[config.mk]
export PLATFORM = sky130hd
export DESIGN_NAME = pc_fetch_unit
export DESIGN_NICKNAME = d
export VERILOG_FILES = /design/src/rtl/fetch_pkg.sv /design/src/rtl/imem_array.sv /design/src/rtl/pc_fetch_unit.sv
export SDC_FILE = /design/constraint.sdc
export NUM_CORES = 2
export LEC_CHECK = 0
export ABC_AREA = 1
export CELL_PAD_IN_SITES_DETAIL_PLACEMENT = 1
export CELL_PAD_IN_SITES_GLOBAL_PLACEMENT = 2
export CORE_MARGIN = 10
export CORE_UTILIZATION = 30
export CTS_CLUSTER_SIZE = 14
export DETAILED_ROUTE_END_ITERATION = 8
export HOLD_SLACK_MARGIN = 0.15
export PLACE_DENSITY = 0.61
export SETUP_SLACK_MARGIN = 0.1
export SYNTH_ARGS = -nofsm -noshare
export SYNTH_HDL_FRONTEND = slang
export SYNTH_SLANG_ARGS = --single-unit
[constraint.sdc]
create_clock -name clk -period 3.4 [get_ports clk]
set_input_delay 0.51 -clock clk [delete_from_list [all_inputs] [get_ports clk]]
set_output_delay 0.51 -clock clk [all_outputs]
set_load 0.01 [all_outputs]
[src/rtl/fetch_pkg.sv]
// fetch_pkg: opcode constants and jump-target helper shared by the fetch stage
package fetch_pkg;
  localparam logic [5:0] OP_J = 6'd2;
  localparam logic [5:0] OP_BEQ = 6'd4;
  localparam int OPC_HI = 31;
  localparam int OPC_LO = 26;
  function automatic logic [63:0] jump_target(input logic [63:0] pc, input logic [31:0] instr);
    return (pc & ~64'h0FFF_FFFF) | (({32'b0, instr} & 64'h03FF_FFFF) << 2);
  endfunction
endpackage

[src/rtl/imem_array.sv]
// imem_array: instruction memory, async read, sync write, no reset
module imem_array #(
  parameter int DEPTH = 128,
  parameter int WIDTH = 32
) (
  input  logic                     clk,
  input  logic                     we,
  input  logic [$clog2(DEPTH)-1:0] waddr,
  input  logic [WIDTH-1:0]         wdata,
  input  logic [$clog2(DEPTH)-1:0] raddr,
  output logic [WIDTH-1:0]         rdata
);
  logic [WIDTH-1:0] r_mem [DEPTH];
  always_ff @(posedge clk)
    if (we) r_mem[waddr] <= wdata;
  assign rdata = r_mem[raddr];
endmodule

[src/rtl/pc_fetch_unit.sv]
// pc_fetch_unit: PC register, early-jump pre-decode, redirect/stall/fault handling
module pc_fetch_unit
  import fetch_pkg::*;
#(
  parameter int XLEN = 32,
  parameter int IMEM_DEPTH = 128,
  parameter logic [XLEN-1:0] RESET_PC = '0,
  parameter int EARLY_JUMP = 1
) (
  input  logic                          clk,
  input  logic                          rst,
  input  logic                          stall,
  input  logic                          redirect_valid,
  input  logic [XLEN-1:0]               redirect_target,
  input  logic                          imem_we,
  input  logic [$clog2(IMEM_DEPTH)-1:0] imem_waddr,
  input  logic [31:0]                   imem_wdata,
  output logic [XLEN-1:0]               pc,
  output logic [31:0]                   ir,
  output logic [XLEN-1:0]               ir_pc,
  output logic                          ir_valid,
  output logic                          fault
);
  localparam int IDX = $clog2(IMEM_DEPTH);
  logic [XLEN-1:0] r_pc, r_ir_pc, w_next;
  logic [31:0] r_ir, w_fw;
  logic r_valid, r_fault, w_fault_cond, w_jump;
  imem_array #(.DEPTH(IMEM_DEPTH), .WIDTH(32)) u_imem (
    .clk(clk),
    .we(imem_we),
    .waddr(imem_waddr),
    .wdata(imem_wdata),
    .raddr(r_pc[IDX+1:2]),
    .rdata(w_fw)
  );
  always_comb begin
    w_fault_cond = (|r_pc[1:0]) || (r_pc[XLEN-1:2] >= (XLEN-2)'(IMEM_DEPTH));
    w_jump = (EARLY_JUMP != 0) && (w_fw[OPC_HI:OPC_LO] == OP_J);
    w_next = w_jump ? XLEN'(jump_target(64'(r_pc), w_fw)) : r_pc + XLEN'(4);
  end
  always_ff @(posedge clk or posedge rst)
    if (rst) begin
      r_pc <= RESET_PC;
      r_ir <= '0;
      r_ir_pc <= '0;
      r_valid <= 1'b0;
      r_fault <= 1'b0;
    end else if (redirect_valid) begin
      r_pc <= redirect_target;
      r_valid <= 1'b0;
    end else if (r_fault || w_fault_cond) begin
      r_fault <= 1'b1;
      r_valid <= 1'b0;
    end else if (!stall) begin
      r_ir <= w_fw;
      r_ir_pc <= r_pc;
      r_valid <= 1'b1;
      r_pc <= w_next;
    end
  assign pc = r_pc;
  assign ir = r_ir;
  assign ir_pc = r_ir_pc;
  assign ir_valid = r_valid;
  assign fault = r_fault;
endmodule

==> results.py <==
metrics = {
    "setup_path": {
        "path_class": "reg2reg",
        "crit_path_max_fanout": 14,
        "cp-end-kind": "flop",
        "worst-endpoint-arrival_ns": 4.54,
        "worstPathRequired_ns": 4.36,
        "start_kind": "flop",
    },
    "global_route": {
        "antenna_found_initial": 64,
        "met3_usage_pct": 2.406,
        "gr-total-overflow": 0,
        "grt_pass1_wl_microns": 911900,
        "busiest_layer": "met2",
        "grt_use_total_pct": 21.39,
        "grt_max_degree": 129,
        "grt_pass1_vias": 115100,
        "use_met1_pct": 30.20,
        "use_met2_pct": 35.04,
    },
    "logic_synthesis": {
        "yosysMostFrequentCell": "edfxtp_1",
        "syn_nets": 13320,
        "ys_warn_count": 0,
        "synthTopCellsByArea": "edfxtp_1 (74%), o21ai_0 (5.7%), nor2_1 (5.4%)",
        "synth_top_area_share_pct": 73.65,
        "synth_edf_count": 4096,
        "synth_seq_cells": 4194,
        "yosys-top-cells-count": "edfxtp_1 (4,096), nor2_1 (2,408), o21ai_0 (1,896)",
        "syn_area_sq_mm": 0.1670,
        "async_reset_ff_share_pct": 2.337,
        "synthFlopType": "edfxtp_1",
        "synth_area_leader_cell": "edfxtp_1",
        "yosysSeqAreaShare_pct": 75.12,
        "syn_inst": 13240,
        "synth.distinct_cells": 48,
        "avgSynthCellArea_sq_um": 12.61,
    },
    "clock_network": {
        "clock-root-buffer": "clkbuf_16",
        "cts_made_buffers": 468,
        "cts_tree": "built",
        "cts_max_level": 5,
        "worstSkewPairLatency_ns": 1.08,
        "path_clk_slew_ns": 0.06,
        "clock_sink_count": 4194,
        "clockBufferDepth": 4,
    },
    "power_and_ir_drop": {
        "power_frac_comb_pct": 20.8,
        "switchingPower_uw": 40240,
        "power_density_mw_per_mm2": 648.4,
        "totalPowerFinal_uw": 133800,
        "p_int_uw": 93560,
        "switching_share_pct": 30.07,
        "p_seq_share_pct": 42.7,
        "ir_drop_v": 0.0004968,
        "clockPowerShare_pct": 36.5,
        "power_leakage_uw": 0.06981,
    },
    "cells_and_area": {
        "regArea_sq_mm": 0.1255,
        "nets": 14400,
        "nFillCells": 58090,
        "multiInputGateArea_sq_mm": 0.03770,
        "layout-drive-gt1-share_pct": 15.75,
        "area_growth_pct": 23.57,
    },
    "floorplanning": {
        "fp.coreArea_sq_mm": 0.5537,
        "start_util_pct": 30.16,
        "die_y_microns": 766.1,
        "ioPinCount": 174,
        "die-area_sq_mm": 0.5869,
        "die_w_microns": 766.1,
        "rows": 273,
    },
    "placed_design": {
        "routabilityCongestion": 0.7891,
        "port_buffers": 173,
        "dp.final_hpwl_microns": 396100,
    },
    "sta": {
        "hold_ws_ns": 0.2148,
        "tightest_slew_ns": 1.286,
        "slew_headroom_pct": 13.39,
        "hold_viol": 0,
        "fmax_mhz": 279.5,
        "layout_setup_ws_ns": -0.1783,
        "slew_viol_final": 0,
        "final.setup_skew_ns": 0.06429,
        "period_share_pct": 105.2,
        "layout_min_cycle_time_ns": 3.578,
        "finalSetupViolations": 37,
        "rsz0062_at_grt": "yes",
    },
    "detailed_routing": {
        "first_iter_violations": 12040,
        "detail_route.vias_per_cell": 5.201,
        "drc": 0,
        "antenna_left": 0,
        "post_drt_wl_per_cell_microns": 29.81,
        "wl_microns": 660100,
        "dr_total_vias": 115200,
        "first_pass_iters": 8,
    },
    "run_status": {
        "violations": "negative setup slack",
        "status": "finished, violations left",
    },
    "job": {
        "max_cap_viol_count": 0,
    },
    "min_path": {
        "hold_class": "in2reg",
    },
}
==> repair_timing <==
item / in CTS / in global routing
hold buffers: 53 / 0
buffers inserted: 15 / 28
endpoints found under the setup margin: 63 / 59
resized for setup: 183 / 243
pin swaps: 13 / 43
endpoints found under the hold margin: 1318 / 0
cloned: 12 / 21
==> final timing paths <==
check                               startpoint  cells past startpoint  slack (ns)        end
setup / recovery                         pc[2]                     23       -0.18     pc[24]
hold / removal             redirect_target[18]                      3        0.21     pc[18]
hold reg to reg                      ir_pc[12]                      2        0.46  ir_pc[12]
max in group asynchronous                  rst                      4        2.17      pc[2]
min in group asynchronous                  rst                      3        0.49  ir_pc[11]
setup reg to reg                         pc[2]                     23       -0.18     pc[24]
==> per-stage QoR <==
step,setup slack [ns],cells,TNS (ns),utilization (%),area [sq um]
6_report,-0.1783,22140,-4.037,37.27,206400
5_1_grt,-0.2658,22130,-8.599,37.26,206300
4_1_cts,-0.2209,22080,-3.117,36.98,204700
3_5_place_dp,-0.7861,21150,-18.33,34.06,188600
3_3_place_gp,-0.7718,21150,-20.26,34.06,188600
2_1_floorplan,0.3279,13240,0,-,167000
==> critical path, cell delays in order (launching register included) <==
cell	delay (ns)
dfrtp_4	0.45
buf_12	0.17
clkinv_16	0.13
buf_16	0.20
buf_4	0.15
clkbuf_16	0.17
o21ai_2	0.14
nand2_1	0.06
nand2_1	0.05
nand2_1	0.07
nor2_2	0.17
nand2_2	0.14
nand3_2	0.13
nand2_4	0.06
buf_4	0.14
nand2_2	0.07
nand2_2	0.06
nor2_4	0.26
buf_12	0.16
nand2_8	0.09
nor2_8	0.17
clkbuf_16	0.20
nand2_1	0.06
a21oi_1	0.11
==> cells in the final DEF (no fill, tap or decap), types with 37 or more instances in the layout <==
master,synthesis,routed
o221ai_1,172,172
edfxtp_1,4096,4096
clkbuf_16,0,491
buf_4,76,796
buf_6,30,60
clkinv_1,5,123
clkbuf_1,370,127
o211ai_1,189,189
o21ai_0,1896,1843
clkdlybuf4s50_1,0,137
nand2_2,10,95
nand3_2,0,39
nor2_1,2408,2251
o21ai_1,68,109
inv_1,340,325
nand2_1,1783,1684
nand3_1,531,491
dfrtp_1,98,92
o22ai_1,443,440
a21oi_1,148,128
clkinv_2,0,72
dlygate4sd3_1,0,53
buf_16,0,37
nor2_4,3,139
buf_12,0,382
==> state kept, by name, summed over array words and instances, names as in the netlist <==
| name | flops |
|---|---|
| u_imem.r_mem | 4096 |
| pc | 32 |
| fault | 1 |
| ir | 32 |
| ir_pc | 32 |
| ir_valid | 1 |
==> final cells by class <==
class / count / share of cell area (%)
flip-flops and latches: 4194 / 60.80
multi-input cells: 7803 / 18.27
repair buffers: 1499 / 8.721
clock buffers: 607 / 6.008
well taps: 7425 / 4.502
clock inverters: 243 / 0.9695
inverters: 356 / 0.6876
repair inverters: 2 / 0.02243
diodes: 14 / 0.01698
==> per-layer routing <==
layer	vias up	wire (microns)
li1	50150	-
met2	3476	310400
met1	60750	294300
met4	4	18280
met3	788	37140
met5	-	27
==> power groups by stage <==
stage	logic, uW	clock network (uW)	registers [uW]
floorplan	10700	0	58200
global placement	26100	0	58200
detailed placement	26200	0	58200
CTS	27000	49700	57100
global route	29400	51800	57100
finish	27800	48900	57100
==> logic make-up (layout without fill, tap and decap cells) <==
kind of cell,Yosys count,count (layout),synth area share (%)
AO/OA/AOI/OAI,3008,3008,10.18
XOR/XNOR,6,6,0.03147
adder cells (fa/ha/maj),2,2,0.01498
buffers and inverters,1244,2707,3.386
flip-flops,4194,4194,75.12
other,0,14,0
AND/OR/NAND/NOR,4787,4787,11.27
Power figures use the tool's default switching activity.
